`src/rtl/dcache_miss_controller.sv`:
```
// D-cache miss sequencer: pipeline hit/stall, memory request, line refill.
// Optional DCACHE_PERF_CNT_EN adds miss_count and stall_cycles outputs.
module dcache_miss_controller #(
    parameter int ADDR_W       = 32,
    parameter int LINE_WORDS   = 4,
    parameter int MISS_TIMEOUT = 64
) (
    input  logic              clk,
    input  logic              rst_n,
    input  logic              mem_rd,
    input  logic              mem_wr,
    input  logic              tag_match,
    input  logic [ADDR_W-1:0] addr,
    input  logic              mem_ack,
    output logic              mem_req,
    output logic [ADDR_W-1:0] mem_addr,
    output logic              refill_we,
    output logic              pipe_hit,
    output logic              stall,
    output logic              timeout_err
`ifdef DCACHE_PERF_CNT_EN
    ,
    output logic [31:0]       miss_count,
    output logic [31:0]       stall_cycles
`endif
);

    localparam int WI_W  = $clog2(LINE_WORDS);
    localparam int OFF_W = WI_W + 2;
    localparam int CNT_W = $clog2(MISS_TIMEOUT);

    localparam logic [WI_W-1:0]  LAST_W = WI_W'(LINE_WORDS - 1);
    localparam logic [CNT_W-1:0] T_MAX  = CNT_W'(MISS_TIMEOUT - 1);

    typedef enum logic [1:0] {
        IDLE,
        REQ,
        REFILL,
        RESUME
    } state_t;

    state_t              state_q, state_d;
    logic                req_q, req_d;
    logic [ADDR_W-1:0]   addr_q, addr_d;
    logic                we_q, we_d;
    logic                terr_q, terr_d;
    logic [WI_W-1:0]     widx_q, widx_d;
    logic [CNT_W-1:0]    tcnt_q, tcnt_d;

    logic                access;
    logic                miss;
    logic                is_idle;
    logic                is_resume;
    logic [ADDR_W-1:0]   req_base;
    logic [ADDR_W-1:0]   line_base;
    logic [WI_W-1:0]     widx_inc;
    logic                unused_addr_lsb;

    assign access    = mem_rd | mem_wr;
    assign miss      = access & ~tag_match;
    assign is_idle   = (state_q == IDLE);
    assign is_resume = (state_q == RESUME);

    assign req_base  = {addr[ADDR_W-1:OFF_W], {OFF_W{1'b0}}};
    assign line_base = {addr_q[ADDR_W-1:OFF_W], {OFF_W{1'b0}}};
    assign widx_inc  = widx_q + WI_W'(1);

    assign unused_addr_lsb = ^addr[OFF_W-1:0];

    // Combinational outputs forced low while reset is held.
    assign pipe_hit = rst_n & ((is_idle & ~miss) | is_resume);
    assign stall    = rst_n & (~is_idle | miss);

    assign mem_req     = req_q;
    assign mem_addr    = addr_q;
    assign refill_we   = we_q;
    assign timeout_err = terr_q;

    always_ff @(posedge clk or negedge rst_n) begin
        if (!rst_n) begin
            state_q <= IDLE;
            req_q   <= 1'b0;
            addr_q  <= '0;
            we_q    <= 1'b0;
            terr_q  <= 1'b0;
            widx_q  <= '0;
            tcnt_q  <= '0;
        end else begin
            state_q <= state_d;
            req_q   <= req_d;
            addr_q  <= addr_d;
            we_q    <= we_d;
            terr_q  <= terr_d;
            widx_q  <= widx_d;
            tcnt_q  <= tcnt_d;
        end
    end

    always_comb begin
        state_d = state_q;
        req_d   = req_q;
        addr_d  = addr_q;
        we_d    = we_q;
        terr_d  = terr_q;
        widx_d  = widx_q;
        tcnt_d  = tcnt_q;
        unique case (state_q)
            IDLE: begin
                if (miss) begin
                    state_d = REQ;
                    addr_d  = req_base;
                    req_d   = 1'b1;
                    tcnt_d  = '0;
                end
            end
            REQ: begin
                if (mem_ack) begin
                    state_d = REFILL;
                    req_d   = 1'b0;
                    we_d    = 1'b1;
                    widx_d  = '0;
                    addr_d  = line_base;
                end else if (tcnt_q == T_MAX) begin
                    state_d = IDLE;
                    req_d   = 1'b0;
                    terr_d  = 1'b1;
                end else begin
                    tcnt_d = tcnt_q + CNT_W'(1);
                end
            end
            REFILL: begin
                if (widx_q == LAST_W) begin
                    state_d = RESUME;
                    we_d    = 1'b0;
                    widx_d  = '0;
                    addr_d  = line_base;
                end else begin
                    // Only the word offset advances; line base stays fixed.
                    widx_d = widx_inc;
                    addr_d = {addr_q[ADDR_W-1:OFF_W], widx_inc, 2'b00};
                end
            end
            RESUME: begin
                state_d = IDLE;
            end
            default: begin
                state_d = IDLE;
            end
        endcase
    end

`ifdef DCACHE_PERF_CNT_EN
    always_ff @(posedge clk or negedge rst_n) begin
        if (!rst_n) begin
            miss_count   <= '0;
            stall_cycles <= '0;
        end else begin
            if (is_idle && miss) begin
                miss_count <= miss_count + 32'd1;
            end
            if (stall) begin
                stall_cycles <= stall_cycles + 32'd1;
            end
        end
    end
`endif

endmodule

```
`config.mk`:
```
export PLATFORM = sky130hd
export DESIGN_NAME = dcache_miss_controller
export DESIGN_NICKNAME = d
export VERILOG_FILES = /design/src/rtl/dcache_miss_controller.sv
export SDC_FILE = /design/constraint.sdc
export NUM_CORES = 1
export LEC_CHECK = 0
export CAP_MARGIN = 20
export CORE_ASPECT_RATIO = 0.75
export CORE_MARGIN = 1.5
export CORE_UTILIZATION = 40
export DETAILED_ROUTE_END_ITERATION = 10
export GPL_TIMING_DRIVEN = 0
export PLACE_DENSITY = 0.77
export SLEW_MARGIN = 20
export SYNTH_ARGS = -nofsm -noshare
export SYNTH_HDL_FRONTEND = slang
export SYNTH_SLANG_ARGS = --single-unit
```
`constraint.sdc`:
```
create_clock -name clk -period 1.56 [get_ports clk]
set_input_delay 0.156 -clock clk [delete_from_list [all_inputs] [get_ports clk]]
set_output_delay 0.156 -clock clk [all_outputs]
set_load 0.05 [all_outputs]
```
==> reports/results.ini, run 1 <==
[synth]
synth_edf_count=0
synth-compound-area-share_pct=10.3
synth-seq-area-share_pct=54.1
synth.distinct_cells=43
synth-simple-area-share_pct=9.99
synthXorXnorAreaFrac_pct=0
synth.area.mux_share_pct=17.4
ys_warn_count=0
synth_top_family_by_area=multiplexers
synthCells=149
synth_fa_ha_area_share_pct=4.40
synthFlopType=dfrtp_1
avgSynthCellArea_um2=13.4
synthArstFlopShare_pct=100
ys_ff_latch=43
netlist_area_mm2=0.00199

[timing]
setup_tns_ps=-2980
fmax_mhz=599
skew_ps=7.27
setup_viol=34
hold_slack_ps=406
period_needed_ps=1670
worst_pin_slew_ps=830
drv_slew=0
relSlewSlack_pct=44.5
fin_ws_ps=-110
finalCritPeriodShare_pct=107
rsz0062_at_grt=true
finalHoldViolCount=0

[setup_path]
worstPathMaxFanout=10
r2r_end=mem_addr[26]
required_ps=1750
start_kind=register
r2r_slack_ps=-110
endpoint_kind=register
cp.arrival_ps=1860
r2r_cells=6
path_class=reg -> reg

[hold_path]
hold_path.class=in -> async

[floorplan]
start_util_pct=41.1
die_h_um=64.1
rows=22
coreArea_mm2=0.00484
die_w_um=84.5
die-area_mm2=0.00541
num_io_pins=75

[global_routing]
grt_pass1_wl_um=7890
antenna_found_initial=0
grt_pass1_vias=1550
grt_max_degree=26
overflow=0
grt_use_total_pct=18.9

[place]
io_buffers=68
gp_congestion=0.778
dpl.hpwl_um=3110

[route]
routedWlPerCell_um=16.4
route.detailed.drc=0
ant_nets=0
wl_um=5180
dr.pass1.iters=5
viasPerCell=5.18
route.vias.total=1637
drt_iter0_markers=32

[cells_and_area]
diodes=0
nets=300
drive_gt1_share_pct=39.1
most-common-layout-cells=dfrtp_1 (42), dlygate4sd2_1 (33), clkdlybuf4s50_1 (32)
area_delta_synth_final_pct=67.6
multiInputGateArea_mm2=0.00108
seq_area_mm2=0.00108
final_common_cell=dfrtp_1
fin_util_pct=68.9
fillerInstances=357

[power_and_ir_drop]
peakVddDrop_mv=1.49
power.density_mw_per_mm2=2230
power_leakage_uw=0.00160

[clock_tree]
clockBufferDepth=2
clkTransAtPathRegs_ps=90
root_buffer=clkbuf_8
clk_latency_ps=300
cts_tree=built
h-tree-depth=2
numCtsBuffers=5
clock-sinks=43

[run]
drv_cap=0

[outcome]
status=finished with violations
violations=negative setup slack

## routing by layer
| metal | GRT usage (%) | routed length, um | up-vias |
|---|---|---|---|
| met3 | 5.30 | 311 | 12 |
| li1 | - | - | 745 |
| met4 | 5.44 | 96 | 0 |
| met2 | 29.6 | 2460 | 68 |
| met1 | 26.0 | 2310 | 812 |
| met5 | 0 | 0 | - |
## cells in the mapped netlist (2+ instances only)
| master | instances | area (um2) |
|---|---|---|
| inv_1 | 3 | 11.3 |
| nor3_1 | 3 | 15.0 |
| buf_4 | 3 | 22.5 |
| o21ai_0 | 2 | 10.0 |
| a21o_1 | 2 | 15.0 |
| dfrtp_1 | 43 | 1080 |
| and2b_1 | 2 | 15.0 |
| a22o_1 | 2 | 17.5 |
| nor2_1 | 4 | 15.0 |
| buf_6 | 3 | 33.8 |
| a221o_1 | 2 | 20.0 |
| nand2_1 | 7 | 26.3 |
| mux2i_1 | 2 | 20.0 |
| and2_1 | 2 | 12.5 |
| a21oi_1 | 2 | 10.0 |
| o21ai_1 | 2 | 10.0 |
| ha_1 | 7 | 87.6 |
| mux2_1 | 29 | 327 |
| a31oi_1 | 3 | 18.8 |
| and3_1 | 2 | 12.5 |
| a32o_1 | 2 | 20.0 |
## through the flow
step           cells  total power, uW  worst slack, ps  instance area, um2
3_5_place_dp     279             5930             -559                2870
6_report         316             7440             -110                3340
3_3_place_gp     278             5850            -1800                2850
5_1_grt          316             7810             -166                3340
2_1_floorplan    150             4700            -79.4                2100
4_1_cts          303             7020            -85.3                3150
## registers in the layout (all words and copies together), names as in the netlist, named ones only
register	cells
state_q	1
mem_req	1
mem_addr	30
refill_we	1
widx_q	2
timeout_err	1
tcnt_q	6
## timing repair
item	CTS	global route
gates resized for setup	64	17
pin swaps	4	6
endpoints found under the setup margin	68	35
cloned	0	0
hold buffers	2	0
endpoints found under the hold margin	18	0
setup buffers	15	13
## power by group
part / switching, uW / internal [uW] / total (uW)
Combinational: 2630 / 2020 / 4650
Sequential: 312 / 1600 / 1910
Clock: 401 / 477 / 877
## how the worst max path moves through the flow
stage	start	to	cells after the start
floorplan	register	mem_addr[3]	6
global placement	rst_n	stall	3
detailed placement	mem_wr	pipe_hit	6
CTS	state_q[0]	pipe_hit	5
global route	register	mem_addr[15]	6
finish	register	mem_addr[26]	6
## cells by family (layout without fill, tap and decap cells)
kind of cell | Yosys count | in the layout
DFF | 43 | 43
and+or+nand+nor | 32 | 32
muxes | 31 | 31
AOI/OAI and AO/OA | 25 | 25
buffers and inverters | 10 | 116
adders and majority gates | 7 | 7
other | 1 | 2
## cell type report
class / count / area share [%]
flip-flops and latches: 43 / 32.3
multi-input cells: 97 / 32.2
repair buffers: 99 / 27.2
plain buffers: 6 / 2.32
well taps: 60 / 2.25
clock buffers: 5 / 2.06
clock inverters: 3 / 1.31
inverters: 3 / 0.337
## worst max-delay path, cell delays in order, from the launching register on
cell	delay, ps
dfrtp_1	390
inv_2	150
ha_4	230
nor3b_2	170
buf_6	160
buf_12	150
mux2_4	310
No activity file was read; power rests on OpenSTA's default activity.
==> run 2: changes to the inputs <==
ABC_CLOCK_PERIOD_IN_PS = 1560   (was not set)
==> results of run 2 <==
Same layout as run 1: the final DEF is identical, and so are final timing and power.
